## config.mk

```make
export PLATFORM = sky130hd
export DESIGN_NAME = lsu_bus_bridge
export DESIGN_NICKNAME = d
export VERILOG_FILES = /design/src/rtl/lsu_pkg.sv /design/src/rtl/lsu_align.sv /design/src/rtl/lsu_bus_bridge.sv
export SDC_FILE = /design/constraint.sdc
export NUM_CORES = 1
export LEC_CHECK = 0
export ABC_AREA = 0
export ABC_CLOCK_PERIOD_IN_PS = 2500
export CAP_MARGIN = 20
export CORE_MARGIN = 2
export CORE_UTILIZATION = 42
export DETAILED_ROUTE_END_ITERATION = 8
export PLACE_DENSITY = 0.86
export RECOVER_POWER = 50
export SLEW_MARGIN = 5
export SYNTH_ARGS = -nofsm -noshare
export SYNTH_HDL_FRONTEND = slang
export SYNTH_SLANG_ARGS = --single-unit
```

## constraint.sdc

```tcl
create_clock -name clk -period 2.5 [get_ports clk]
set_clock_uncertainty 0.15 [all_clocks]
set_input_delay 0.25 -clock clk [delete_from_list [all_inputs] [get_ports clk]]
set_output_delay 0.25 -clock clk [all_outputs]
set_load 0.01 [all_outputs]
```

## src/rtl/lsu_pkg.sv

```systemverilog
// Shared definitions for the load/store bus bridge: size codes, FSM states
// and the byte-lane count helper.
package lsu_pkg;

    // Access size codes, identical to the bus size (mask) encoding.
    localparam logic [1:0] SZ_B = 2'b00;
    localparam logic [1:0] SZ_H = 2'b01;
    localparam logic [1:0] SZ_W = 2'b10;
    localparam logic [1:0] SZ_D = 2'b11;

    typedef enum logic {
        ST_IDLE = 1'b0,
        ST_BUSY = 1'b1
    } state_e;

    // Number of byte lanes on a bus of the given data width.
    function automatic int mask_width(input int data_w);
        return data_w / 8;
    endfunction

endpackage

```

## src/rtl/lsu_align.sv

```systemverilog
// Combinational lane logic for the bridge: store replication and byte-enable
// generation, and load lane extraction with sign/zero extension.
module lsu_align
    import lsu_pkg::*;
#(
    parameter int DATA_W = 32,
    parameter int OFF_W  = 2
) (
    input  logic [1:0]               i_size,
    input  logic                     i_unsigned,
    input  logic [OFF_W-1:0]         i_off,
    input  logic [DATA_W-1:0]        i_wdata,
    input  logic [DATA_W-1:0]        i_rdata,
    output logic [DATA_W-1:0]        o_wdata,
    output logic [DATA_W/8-1:0]      o_wmask,
    output logic [DATA_W-1:0]        o_rdata
);

    localparam int MASK_W = mask_width(DATA_W);

    logic [15:0]       w_lanes;
    logic [15:0]       w_lanes_sh;
    logic [DATA_W-1:0] w_shifted;
    logic [DATA_W-1:0] w_keep;
    logic              w_sign;

    // Replicate the right-aligned store operand across every lane of its size.
    always_comb begin
        o_wdata = '0;
        case (i_size)
            SZ_B: for (int i = 0; i < MASK_W; i++)     o_wdata[8*i +: 8]   = i_wdata[7:0];
            SZ_H: for (int i = 0; i < MASK_W / 2; i++) o_wdata[16*i +: 16] = i_wdata[15:0];
            SZ_W: for (int i = 0; i < MASK_W / 4; i++) o_wdata[32*i +: 32] = i_wdata[31:0];
            default: o_wdata = i_wdata;
        endcase
    end

    // Byte enables: a run of 2^size ones placed at the lane offset.
    always_comb begin
        w_lanes = 16'h0000;
        case (i_size)
            SZ_B:    w_lanes = 16'h0001;
            SZ_H:    w_lanes = 16'h0003;
            SZ_W:    w_lanes = 16'h000F;
            default: w_lanes = 16'h00FF;
        endcase
        w_lanes_sh = w_lanes << i_off;
        o_wmask    = w_lanes_sh[MASK_W-1:0];
    end

    // Shift the addressed lane down, keep the access width, extend the rest.
    always_comb begin
        w_shifted = i_rdata >> {i_off, 3'b000};
        w_keep    = '1;
        w_sign    = w_shifted[DATA_W-1];
        case (i_size)
            SZ_B: begin
                w_keep = DATA_W'(8'hFF);
                w_sign = w_shifted[7];
            end
            SZ_H: begin
                w_keep = DATA_W'(16'hFFFF);
                w_sign = w_shifted[15];
            end
            SZ_W: begin
                w_keep = DATA_W'(32'hFFFF_FFFF);
                w_sign = w_shifted[31];
            end
            default: begin
                w_keep = '1;
                w_sign = w_shifted[DATA_W-1];
            end
        endcase
        o_rdata = (w_shifted & w_keep) | ({DATA_W{w_sign & ~i_unsigned}} & ~w_keep);
    end

endmodule

```

## src/rtl/lsu_bus_bridge.sv

```systemverilog
// Load/store bridge between the MEM stage and the DRAM/peripheral port.
// One request is captured per handshake and the bus is driven purely from
// the captured registers until the response pulse. Loads wait RD_LATENCY
// cycles before bus_rdata is sampled.
// Optional build macro LSU_MISALIGN_EN: misaligned accesses fault (no bus
// strobe, rsp_err=1); without it the low address bits are forced to zero.
//
// Handshake: a request transfers on a rising edge where req_valid and
// req_ready are both 1; req_ready is high when idle or in the response
// cycle, so a new request may be accepted in the same cycle rsp_valid pulses.
module lsu_bus_bridge
    import lsu_pkg::*;
#(
    parameter int ADDR_W     = 32,
    parameter int DATA_W     = 32,
    parameter int RD_LATENCY = 1
) (
    input  logic                clk,
    input  logic                rst,
    input  logic                req_valid,
    output logic                req_ready,
    input  logic                req_we,
    input  logic [1:0]          req_size,
    input  logic                req_unsigned,
    input  logic [ADDR_W-1:0]   req_addr,
    input  logic [DATA_W-1:0]   req_wdata,
    output logic                rsp_valid,
    output logic [DATA_W-1:0]   rsp_rdata,
    output logic                rsp_err,
    output logic [ADDR_W-1:0]   bus_addr,
    output logic                bus_wen,
    output logic                bus_ren,
    output logic [1:0]          bus_mask,
    output logic [DATA_W/8-1:0] bus_wmask,
    output logic [DATA_W-1:0]   bus_wdata,
    input  logic [DATA_W-1:0]   bus_rdata,
    output state_e              o_dbg_state
);

    localparam int         OFF_W = $clog2(DATA_W / 8);
    localparam logic [2:0] LAT   = 3'(RD_LATENCY);

    state_e              r_state;
    state_e              w_state_nxt;
    logic [2:0]          r_cnt;
    logic                r_we;
    logic [1:0]          r_size;
    logic                r_unsigned;
    logic                r_fault;
    logic [ADDR_W-1:0]   r_addr;
    logic [DATA_W-1:0]   r_wdata;

    logic                w_busy;
    logic                w_rsp;
    logic                w_ready;
    logic                w_xfer;
    logic [2:0]          w_low_mask;
    logic                w_fault;
    logic [ADDR_W-1:0]   w_cap_addr;
    logic [DATA_W-1:0]   w_wdata;
    logic [DATA_W/8-1:0] w_wmask;
    logic [DATA_W-1:0]   w_rdata;

    assign w_busy  = (r_state == ST_BUSY);
    assign w_rsp   = w_busy && (r_cnt == 3'd0);
    assign w_ready = rst && (!w_busy || w_rsp);
    assign w_xfer  = req_valid && w_ready;

    // Address bits that must be zero for a naturally aligned access.
    always_comb begin
        w_low_mask = 3'b000;
        case (req_size)
            SZ_B:    w_low_mask = 3'b000;
            SZ_H:    w_low_mask = 3'b001;
            SZ_W:    w_low_mask = 3'b011;
            default: w_low_mask = 3'b111;
        endcase
    end

`ifdef LSU_MISALIGN_EN
    assign w_fault    = |(req_addr[2:0] & w_low_mask);
    assign w_cap_addr = req_addr;
    assign rsp_err    = w_rsp & r_fault;
`else
    assign w_fault    = 1'b0;
    assign w_cap_addr = {req_addr[ADDR_W-1:3], req_addr[2:0] & ~w_low_mask};
    assign rsp_err    = 1'b0;
`endif

    // FSM state register; reset aborts any transaction immediately.
    always_ff @(posedge clk or negedge rst) begin
        if (!rst) r_state <= ST_IDLE;
        else      r_state <= w_state_nxt;
    end

    // Next state: enter BUSY on a transfer, leave only on a response with no recapture.
    always_comb begin
        w_state_nxt = r_state;
        case (r_state)
            ST_IDLE: if (w_xfer) w_state_nxt = ST_BUSY;
            ST_BUSY: if (w_rsp && !w_xfer) w_state_nxt = ST_IDLE;
            default: w_state_nxt = ST_IDLE;
        endcase
    end

    // Latency counter: loaded on transfer, counts down to the response cycle.
    always_ff @(posedge clk or negedge rst) begin
        if (!rst) begin
            r_cnt <= 3'd0;
        end else if (w_xfer) begin
            r_cnt <= (!req_we && !w_fault) ? LAT : 3'd0;
        end else if (w_busy && (r_cnt != 3'd0)) begin
            r_cnt <= r_cnt - 3'd1;
        end
    end

    // Request capture registers; the bus is driven only from these.
    always_ff @(posedge clk or negedge rst) begin
        if (!rst) begin
            r_we       <= 1'b0;
            r_size     <= SZ_B;
            r_unsigned <= 1'b0;
            r_fault    <= 1'b0;
            r_addr     <= '0;
            r_wdata    <= '0;
        end else if (w_xfer) begin
            r_we       <= req_we;
            r_size     <= req_size;
            r_unsigned <= req_unsigned;
            r_fault    <= w_fault;
            r_addr     <= w_cap_addr;
            r_wdata    <= req_wdata;
        end
    end

    lsu_align #(
        .DATA_W (DATA_W),
        .OFF_W  (OFF_W)
    ) u_align (
        .i_size     (r_size),
        .i_unsigned (r_unsigned),
        .i_off      (r_addr[OFF_W-1:0]),
        .i_wdata    (r_wdata),
        .i_rdata    (bus_rdata),
        .o_wdata    (w_wdata),
        .o_wmask    (w_wmask),
        .o_rdata    (w_rdata)
    );

    assign req_ready   = w_ready;
    assign rsp_valid   = w_rsp;
    assign rsp_rdata   = (w_rsp && !r_we && !r_fault) ? w_rdata : '0;
    assign bus_addr    = w_busy ? {r_addr[ADDR_W-1:OFF_W], {OFF_W{1'b0}}} : '0;
    assign bus_wen     = w_busy && r_we && !r_fault;
    assign bus_ren     = w_busy && !r_we && !r_fault;
    assign bus_mask    = w_busy ? r_size : 2'b00;
    assign bus_wmask   = w_busy ? w_wmask : '0;
    assign bus_wdata   = w_busy ? w_wdata : '0;
    assign o_dbg_state = r_state;

endmodule
```

==> results.ini, run 1 <==
[outcome]
status=completed

[global_routing]
grt_max_degree=73
grt_pass1_wl_um=22400
overflow=0
grt_pass1_vias=4483
grtUsageTotal_pct=24.7
grt_antenna_before_repair=0

[clocking]
h-tree-depth=3
cts_buffers=9
clk_pin_slew_ps=80
cts_sinks=72
cts_tree=yes
cts_root_buffer=clkbuf_8
max-clock-path-buffers=2
clk_latency_ps=340

[cells_and_area]
fill_cells=840
fin_nets=792
antenna-diode-count=0
layout_common_cells=139 x clkdlybuf4s50_1, 69 x dfrtp_1, 54 x mux2_1
final_common_cell=clkdlybuf4s50_1
multiInputGateArea_sq_um=2610
drive_gt1_share_pct=22.3
regArea_sq_um=1810
area_growth_pct=59.0
postLayoutCoreUtil_pct=68.1
final_cell_area_sq_um=7320

[setup_path]
cp_data_required_time_ps=2100
crit_path_end_kind=output port
critical_path_class=reg -> out
path_max_fanout=7
cp.arrival_ps=2090
start_kind=flip-flop
reg2reg_depth=7

[sta]
rsz0062_at_grt=true
period_share_pct=99.8
relSlewSlack_pct=19.5
worstMarginPinSlew_ps=1210
setup_violations=0
period_needed_ps=2490
fmaxAchievable_mhz=401
finalHoldViolations=0
drv_slew=0
fin_ws_ps=5.84
fin_setup_tns_ps=0

[yosys]
postSynthCellCount=446
synth_area_sq_um=4600
ys_async_sr_fraction_pct=100
synthFlopType=dfrtp_1
ys_warn_count=0
yosysSeqAreaShare_pct=39.2
synth_edf_count=0
syn_avg_cell_area_sq_um=10.3
ys_ff_latch=72
synth_cell_types=41

[place]
dp_hpwl_um=11200
io_buffers=207
placed_cell_area_sq_um=6960
place_ws_ps=-53.1
gp_congestion=0.925

[power_and_ir_drop]
p_per_area_nw_per_um2=1130
vdd_drop_max_mv=0.579
total_leakage_power_nw=3.24

[floorplanning]
die_h_um=109
die_w_um=109
rows=38
io_pins=211
die_area_sq_um=11800
initial_core_util_pct=42.8
core_region_area_sq_um=10700

[drt]
avgViaCountPerCell=5.34
antenna_left=0
drc_errors=0
vias=4441
routed_wl_um=15100
drt_pass1_iterations=6
drt_iter0_markers=241
wl_per_cell_um=18.2

[min_path]
min_path_type=in -> async

[flow_run]
maxCapViolCount=0

path summary, 6_finish.rpt:
check                                             from                endpoint  slack, ps
worst max-delay path             r_addr[1]$_DFFE_PN0P_           rsp_rdata[14]          6
worst min-delay path                               rst    r_cnt[1]$_DFFE_PN0P_        210
worst max register to register    r_cnt[1]$_DFFE_PN0P_   r_size[1]$_DFFE_PN0P_        220
worst min register to register  r_addr[13]$_DFFE_PN0P_  r_addr[13]$_DFFE_PN0P_        340
max in group asynchronous                          rst  r_wdata[6]$_DFFE_PN0P_        500
min in group clk                r_addr[13]$_DFFE_PN0P_  r_addr[13]$_DFFE_PN0P_        340
through the flow:
| step | total power, mW | cells | hold slack, ps |
|---|---|---|---|
| 2_1_floorplan | 4.82 | 448 | -196 |
| 3_5_place_dp | 7.25 | 796 | 49.0 |
| 6_report | 8.24 | 831 | 211 |
| 3_3_place_gp | 7.07 | 796 | 37.7 |
| 5_1_grt | 8.78 | 831 | 230 |
| 4_1_cts | 8.18 | 819 | 225 |
Yosys cell counts, types with 11 or more instances:
master | n | area (sq um)
dfrtp_1 | 72 | 1800
nand2_1 | 35 | 131
buf_2 | 12 | 60.1
mux2_1 | 54 | 608
a211oi_1 | 11 | 82.6
and2_1 | 42 | 263
mux2_2 | 36 | 405
clkbuf_1 | 11 | 41.3
a21oi_1 | 32 | 160
mux2i_1 | 17 | 170
nor2_1 | 22 | 82.6
timing repair:
action                     4_1_cts  5_1_grt
pin swaps                        1        4
gates resized for setup         78       40
cloned                           1        0
hold endpoints to repair        23        0
hold buffers                     1        0
buffers inserted                 6       12
setup endpoints to repair       50       39
cell families after synthesis:
family	Yosys count	share of synthesized area, %
flops	72	39.2
other cells	1	0.0815
simple gates	136	16.0
buf+inv	47	6.04
fa+ha+maj	2	0.544
mux	108	26.2
compound gates	79	11.8
xor+xnor	1	0.190
worst max-delay path, stage by stage (launching register included):
cell and delay (ps):
dfrtp_2 460, mux4_2 570, a21oi_4 240, buf_12 140
buf_6 90, buf_4 90, nor3_1 40, clkbuf_2 140
flip-flops by register name, indices dropped and copies added (netlist names):
| register | count |
|---|---|
| r_addr | 32 |
| r_wdata | 32 |
| r_cnt | 3 |
| r_size | 2 |
| o_dbg_state | 1 |
| r_unsigned | 1 |
| r_we | 1 |
area by class of cell:
class	instances	area share, %
tap	140	2.39
clock inverter	5	0.462
clock buffer	10	1.88
timing repair buffer	269	34.5
sequential	72	24.7
multi-input combinational	329	35.7
inverter	6	0.410
layer usage:
layer	vias to the layer above	global-route usage [%]	part of all wire, %
met2	191	45.0	52
met1	2142	27.1	37
met3	37	5.56	7.3
li1	2071	-	-
met4	0	11.4	3.7
met5	-	0	0
report_power, final:
| group | internal (mW) | total [mW] | switching [mW] |
|---|---|---|---|
| registers | 1.75 | 2.21 | 0.457 |
| logic | 2.82 | 5.22 | 2.40 |
| clock network | 0.380 | 0.810 | 0.430 |
(Power assumes the default switching activity.)
==> run 2: changes to the inputs <==
Settings changed: CORE_ASPECT_RATIO from default to 1.5.
==> run 2 against run 1 <==
Against the previous run:
- the flow now finishes with violations (setup timing)
- clock power grew 58%
- largest cell class unchanged
- utilization increased by 2.2 points
- largest power group unchanged
- routed wire length grew 7.3%
- cell count unchanged
- maximum frequency down 2.1%
==> results.ini, run 2 (synthesized netlist as in run 1, its figures left out) <==
[outcome]
status=finished with violations  ; was completed
violations=setup timing

[floorplanning]
core_region_area_sq_um=10600  ; was 10700 sq um
rows=46  ; was 38
initial_core_util_pct=43.2  ; was 42.8%
die_area_sq_um=11800  ; about the same
die_h_um=132  ; was 109 um
io_pins=211  ; unchanged
die_w_um=89.5  ; was 109 um

[cells_and_area]
largestRegisters=r_addr (32), r_wdata (32), r_cnt (3)  ; unchanged
final_common_cell=clkdlybuf4s50_1  ; unchanged
final_cell_area_sq_um=7490  ; was 7320 sq um
area_growth_pct=62.7  ; was 59.0%
fin_nets=786  ; was 792
drive_gt1_share_pct=21.4  ; was 22.3%
layout_common_cells=161 x clkdlybuf4s50_1, 67 x dfrtp_1, 54 x mux2_1  ; was 139 x clkdlybuf4s50_1, 69 x dfrtp_1, 54 x mux2_1

[sta]
setup_violations=7  ; was 0
fin_setup_tns_ps=-260  ; was 0 ps
fin_ws_ps=-47.1  ; was 5.84 ps
worstMarginPinSlew_ps=1260  ; was 1210 ps
rsz0062_at_grt=true  ; unchanged
fmaxAchievable_mhz=393  ; was 401 MHz
period_share_pct=102  ; was 99.8%
finalHoldViolations=0  ; unchanged
period_needed_ps=2550  ; was 2490 ps
drv_slew=0  ; unchanged
relSlewSlack_pct=16.2  ; was 19.5%

[clocking]
clk_pin_slew_ps=60  ; was 80 ps
max-clock-path-buffers=2  ; unchanged
cts_buffers=9  ; unchanged
h-tree-depth=3  ; unchanged
cts_sinks=72  ; unchanged
cts_root_buffer=clkbuf_16  ; was clkbuf_8
cts_tree=yes  ; unchanged
clk_latency_ps=330  ; was 340 ps

[setup_path]
crit_slowest_cell=mux4_2  ; unchanged
crit_path_end_kind=output port  ; unchanged
critical_path_class=reg -> out  ; unchanged
path_max_fanout=5  ; was 7
cp.arrival_ps=2150  ; was 2090 ps
cp_data_required_time_ps=2100  ; about the same
reg2reg_depth=8  ; was 7
cpPeakStageDelay_ps=570  ; about the same
cp_cell_sequence=mux4_2, a21oi_4, buf_4, nor3_1, dlygate4sd2_1  ; was mux4_2, a21oi_4, buf_12, buf_6, buf_4, nor3_1, clkbuf_2
regToRegSetupSlack_ps=120  ; was 220 ps
start_kind=flip-flop  ; unchanged
timing.rr.start=r_cnt[1]$_DFFE_PN0P_  ; unchanged
r2r_end=r_size[1]$_DFFE_PN0P_  ; unchanged

[place]
gp_congestion=1.02  ; was 0.925
placed_cell_area_sq_um=6910  ; was 6960 sq um
dp_hpwl_um=11400  ; was 11200 um
io_buffers=207  ; unchanged
place_ws_ps=-127  ; was -53.1 ps

[drt]
met3_length_um=1180  ; was 1100 um
drt_iter0_markers=231  ; was 241
antenna_left=0  ; unchanged
wl_per_cell_um=19.5  ; was 18.2 um
drc_errors=0  ; unchanged
highest_layer=met4  ; unchanged
met1_length_um=5590  ; was 5550 um
routed_wl_um=16200  ; was 15100 um
drt_pass1_iterations=4  ; was 6
avgViaCountPerCell=5.46  ; was 5.34
met2_length_um=8690  ; was 7880 um
vias=4537  ; was 4441

[global_routing]
grtUsageTotal_pct=26.9  ; was 24.7%
grt_max_degree=52  ; was 73
grt_pass1_vias=4687  ; was 4483
overflow=0  ; unchanged
grt_antenna_before_repair=1  ; was 0
grt_pass1_wl_um=24300  ; was 22400 um

[power_and_ir_drop]
vdd_drop_max_mv=0.728  ; was 0.579 mV
p_per_area_nw_per_um2=1200  ; was 1130 nW/um^2
total_leakage_power_nw=3.22  ; was 3.24 nW

[min_path]
min_path_type=in -> async  ; unchanged

[flow_run]
maxCapViolCount=0  ; unchanged

[run 2: layout make-up]
cell class	instances	area [sq um]
Fill cell	788	3160
Multi-Input combinational cell	329	2640
Timing Repair Buffer	263	2530
Sequential cell	72	1810
Clock buffer	11	243
Tap cell	144	180
Clock inverter	5	56.3
Inverter	6	26.3
Antenna cell	1	2.50
[run 2: metal layers]
metal | track usage [%] | vias to the layer above
met2 | 48.4 | 216
met1 | 27.4 | 2216
li1 | - | 2052
met5 | 0 | -
met3 | 7.08 | 53
met4 | 13.9 | 0
[run 2: worst max-delay path by stage]
| stage | from | endpoint | slack, ps |
|---|---|---|---|
| global placement | bus_rdata[31] | rsp_rdata[10] | 20 |
| detailed placement | r_cnt[1]$_DFFE_PN0P_ | rsp_rdata[19] | -130 |
| CTS | r_addr[1]$_DFFE_PN0P_ | rsp_rdata[13] | -20 |
| floorplan | r_cnt[0]$_DFFE_PN0P_ | rsp_rdata[30] | 550 |
| finish | r_addr[1]$_DFFE_PN0P_ | rsp_rdata[11] | -50 |
| global route | r_addr[1]$_DFFE_PN0P_ | rsp_rdata[15] | -100 |
[run 2: worst max-delay path, delay by kind of cell, from the launching register on]
| kind | cells | cell delay (ps) |
|---|---|---|
| multiplexers | 1 | 570 |
| buffers and inverters | 2 | 460 |
| flip-flops | 1 | 430 |
| AO/OA/AOI/OAI | 1 | 310 |
| AND/OR/NAND/NOR | 1 | 40 |
[run 2: through the flow]
stage               util, %  hold WS, ps  instances  power [mW]
floorplan                 -         -196        448        4.82
global placement       64.9         22.8        789        7.04
detailed placement     64.9         30.4        789        7.23
CTS                    69.4          271        818        8.80
global route           70.3          269        831        9.48
finish                 70.3          239        831        8.97
[run 2: timing repair]
| item | CTS | global route |
|---|---|---|
| setup endpoints to repair | 61 | 28 |
| hold endpoints to repair | 21 | 0 |
| gates cloned | 1 | 0 |
| hold buffers | 1 | 0 |
| setup buffers | 11 | 12 |
| pin swaps | 5 | 5 |
| resized for setup | 84 | 34 |
[run 2: where the power goes]
group	internal (mW)	switching [mW]
combinational	2.93	2.55
clock	0.797	0.478
sequential	1.76	0.454
total	5.49	3.48
==> run 3: changes to the inputs <==
Settings changed: CTS_BUF_LIST from default to sky130_fd_sc_hd__clkbuf_16, MAX_ROUTING_LAYER from default to met4.
==> run 3 against run 2 <==
Against the previous run:
- the run still ends with setup timing left
- hold slack is essentially flat
- routed wire length decreased by 0.72%
- critical path depth did not move
- maximum frequency down 0.63%
- cell count unchanged
- register-to-register slack hardly changed
- sequential cell count unchanged
- utilization fell by 0.12 points
- worst setup slack lost 16 ps
- critical endpoint unchanged
==> results.ini, run 3 (synthesized netlist as in run 1, its figures left out) <==
[setup_path]
path_delay_family=multiplexers  ; unchanged
start_kind=flip-flop  ; unchanged
regToRegSetupSlack_ps=130  ; was 120 ps
critical_path_class=reg -> out  ; unchanged
cp_cell_sequence=mux4_2, a21oi_4, buf_4, nor3_1, dlygate4sd2_1  ; unchanged
cpPeakStageDelay_ps=570  ; about the same
r2r_end=r_size[1]$_DFFE_PN0P_  ; unchanged
crit_buf_inv=2  ; unchanged
crit_slowest_cell=mux4_2  ; unchanged
reg2reg_depth=8  ; unchanged
cp.arrival_ps=2160  ; was 2150 ps
crit_path_end_kind=output port  ; unchanged
path_max_fanout=5  ; unchanged
cp_data_required_time_ps=2100  ; about the same
timing.rr.start=r_cnt[0]$_DFFE_PN0P_  ; was r_cnt[1]$_DFFE_PN0P_

[global_routing]
grt_pass1_vias=4680  ; was 4687
grt_antenna_before_repair=1  ; unchanged
grt_max_degree=52  ; unchanged
grtUsageTotal_pct=27.8  ; was 26.9%
overflow=0  ; unchanged
grt_pass1_wl_um=24400  ; was 24300 um

[drt]
drt_iter0_markers=277  ; was 231
met3_length_um=1090  ; was 1180 um
routed_wl_um=16100  ; was 16200 um
highest_layer=met4  ; unchanged
met2_length_um=8600  ; was 8690 um
drc_errors=0  ; unchanged
avgViaCountPerCell=5.47  ; was 5.46
drt_pass1_iterations=4  ; unchanged
met1_length_um=5700  ; was 5590 um
wl_per_cell_um=19.3  ; was 19.5 um
vias=4548  ; was 4537
antenna_left=0  ; unchanged

[clocking]
clk_pin_slew_ps=60  ; about the same
max-clock-path-buffers=2  ; unchanged
h-tree-depth=3  ; unchanged
cts_buffers=9  ; unchanged
clk_latency_ps=330  ; about the same
cts_sinks=72  ; unchanged
cts_tree=yes  ; unchanged
cts_root_buffer=clkbuf_16  ; unchanged

[place]
place_inst=789  ; unchanged
gp_congestion=1.04  ; was 1.02
placed_cell_area_sq_um=6910  ; unchanged
dp_hpwl_um=11400  ; unchanged
io_buffers=207  ; unchanged
place_ws_ps=-127  ; unchanged

[cells_and_area]
drive_gt1_share_pct=21.4  ; unchanged
layout_common_cells=160 x clkdlybuf4s50_1, 67 x dfrtp_1, 54 x mux2_1  ; was 161 x clkdlybuf4s50_1, 67 x dfrtp_1, 54 x mux2_1
final_cell_area_sq_um=7470  ; was 7490 sq um
fin_nets=786  ; unchanged
postLayoutCoreUtil_pct=70.2  ; was 70.3%
area_growth_pct=62.4  ; was 62.7%
largestRegisters=r_addr (32), r_wdata (32), r_cnt (3)  ; unchanged
stdcell_count=831  ; unchanged
final_common_cell=clkdlybuf4s50_1  ; unchanged

[floorplanning]
rows=46  ; unchanged
io_pins=211  ; unchanged
die_area_sq_um=11800  ; unchanged
initial_core_util_pct=43.2  ; unchanged
die_w_um=89.5  ; unchanged
die_h_um=132  ; unchanged
core_region_area_sq_um=10600  ; unchanged

[power_and_ir_drop]
vdd_drop_max_mv=0.642  ; was 0.728 mV
p_per_area_nw_per_um2=1190  ; was 1200 nW/um^2
finalPower_mw=8.92  ; was 8.97 mW
total_leakage_power_nw=3.23  ; was 3.22 nW

[sta]
fmaxAchievable_mhz=390  ; was 393 MHz
period_share_pct=103  ; was 102%
worstMarginPinSlew_ps=1280  ; was 1260 ps
period_needed_ps=2560  ; was 2550 ps
rsz0062_at_grt=true  ; unchanged
fin_ws_ps=-63.3  ; was -47.1 ps
setup_violations=6  ; was 7
relSlewSlack_pct=14.7  ; was 16.2%
finalHoldViolations=0  ; unchanged
drv_slew=0  ; unchanged

[outcome]
violations=setup timing  ; unchanged
status=finished with violations  ; unchanged

[min_path]
min_path_type=in -> async  ; unchanged

[flow_run]
maxCapViolCount=0  ; unchanged

[run 3: cell types whose count changed in the layout (fill, tap and decap cells not counted)]
cell,change
clkdlybuf4s50_1,-1
clkbuf_8,-1
inv_1,+1
clkbuf_1,-1
dlymetal6s2s_1,+1
clkbuf_2,+1
clkdlybuf4s15_1,-1
clkinv_1,+1
[run 3: timing repair]
action / 4_1_cts / 5_1_grt
hold endpoints to repair: 21 / 0
endpoints found under the setup margin: 61 / 29
pin swaps: 5 / 5
setup buffers: 11 / 12
hold buffers: 1 / 0
resized for setup: 84 / 36
cloned: 1 / 0
[run 3: area by class of cell]
| type | instances | area [sq um] |
|---|---|---|
| antenna | 1 | 2.50 |
| tap | 144 | 180 |
| clock inverter | 7 | 63.8 |
| sequential | 72 | 1810 |
| timing repair buffer | 263 | 2530 |
| multi-input combinational | 329 | 2640 |
| fill | 782 | 3170 |
| inverter | 6 | 26.3 |
| clock buffer | 9 | 225 |
[run 3: worst register-to-register path, delay by kind of cell (launching register included)]
family,cells,cell delay (ps)
buf+inv,4,650
compound gates,1,430
mux,1,390
flops,1,360
fa+ha+maj,1,160
simple gates,1,130
[run 3: worst max-delay path by stage]
stage	startpoint	end	slack, ps	cells past startpoint
2_1_floorplan	r_cnt[0]$_DFFE_PN0P_	rsp_rdata[30]	550	7
3_3_place_gp	bus_rdata[31]	rsp_rdata[10]	20	5
3_5_place_dp	r_cnt[1]$_DFFE_PN0P_	rsp_rdata[19]	-130	7
4_1_cts	r_addr[1]$_DFFE_PN0P_	rsp_rdata[13]	-20	5
5_1_grt	r_addr[0]$_DFFE_PN0P_	rsp_rdata[19]	-140	6
6_report	r_addr[1]$_DFFE_PN0P_	rsp_rdata[11]	-60	5
[run 3: per-stage QoR]
stage / setup TNS, ps / hold slack, ps
after floorplan: 0 / -196
after global placement: 0 / 22.8
after detailed placement: -756 / 30.4
after CTS: -30.0 / 271
after global routing: -929 / 266
final: -335 / 239
[run 3: where the power goes]
group | internal [mW] | leakage (nW) | switching [mW]
registers | 1.76 | 0.846 | 0.454
clock network | 0.762 | 0.144 | 0.475
logic | 2.93 | 2.24 | 2.54
[run 3: routing by layer]
| layer | up-vias | global-route usage (%) |
|---|---|---|
| met2 | 235 | 48.7 |
| met3 | 54 | 6.89 |
| met5 | - | - |
| li1 | 2049 | - |
| met1 | 2210 | 27.7 |
| met4 | 0 | 13.3 |
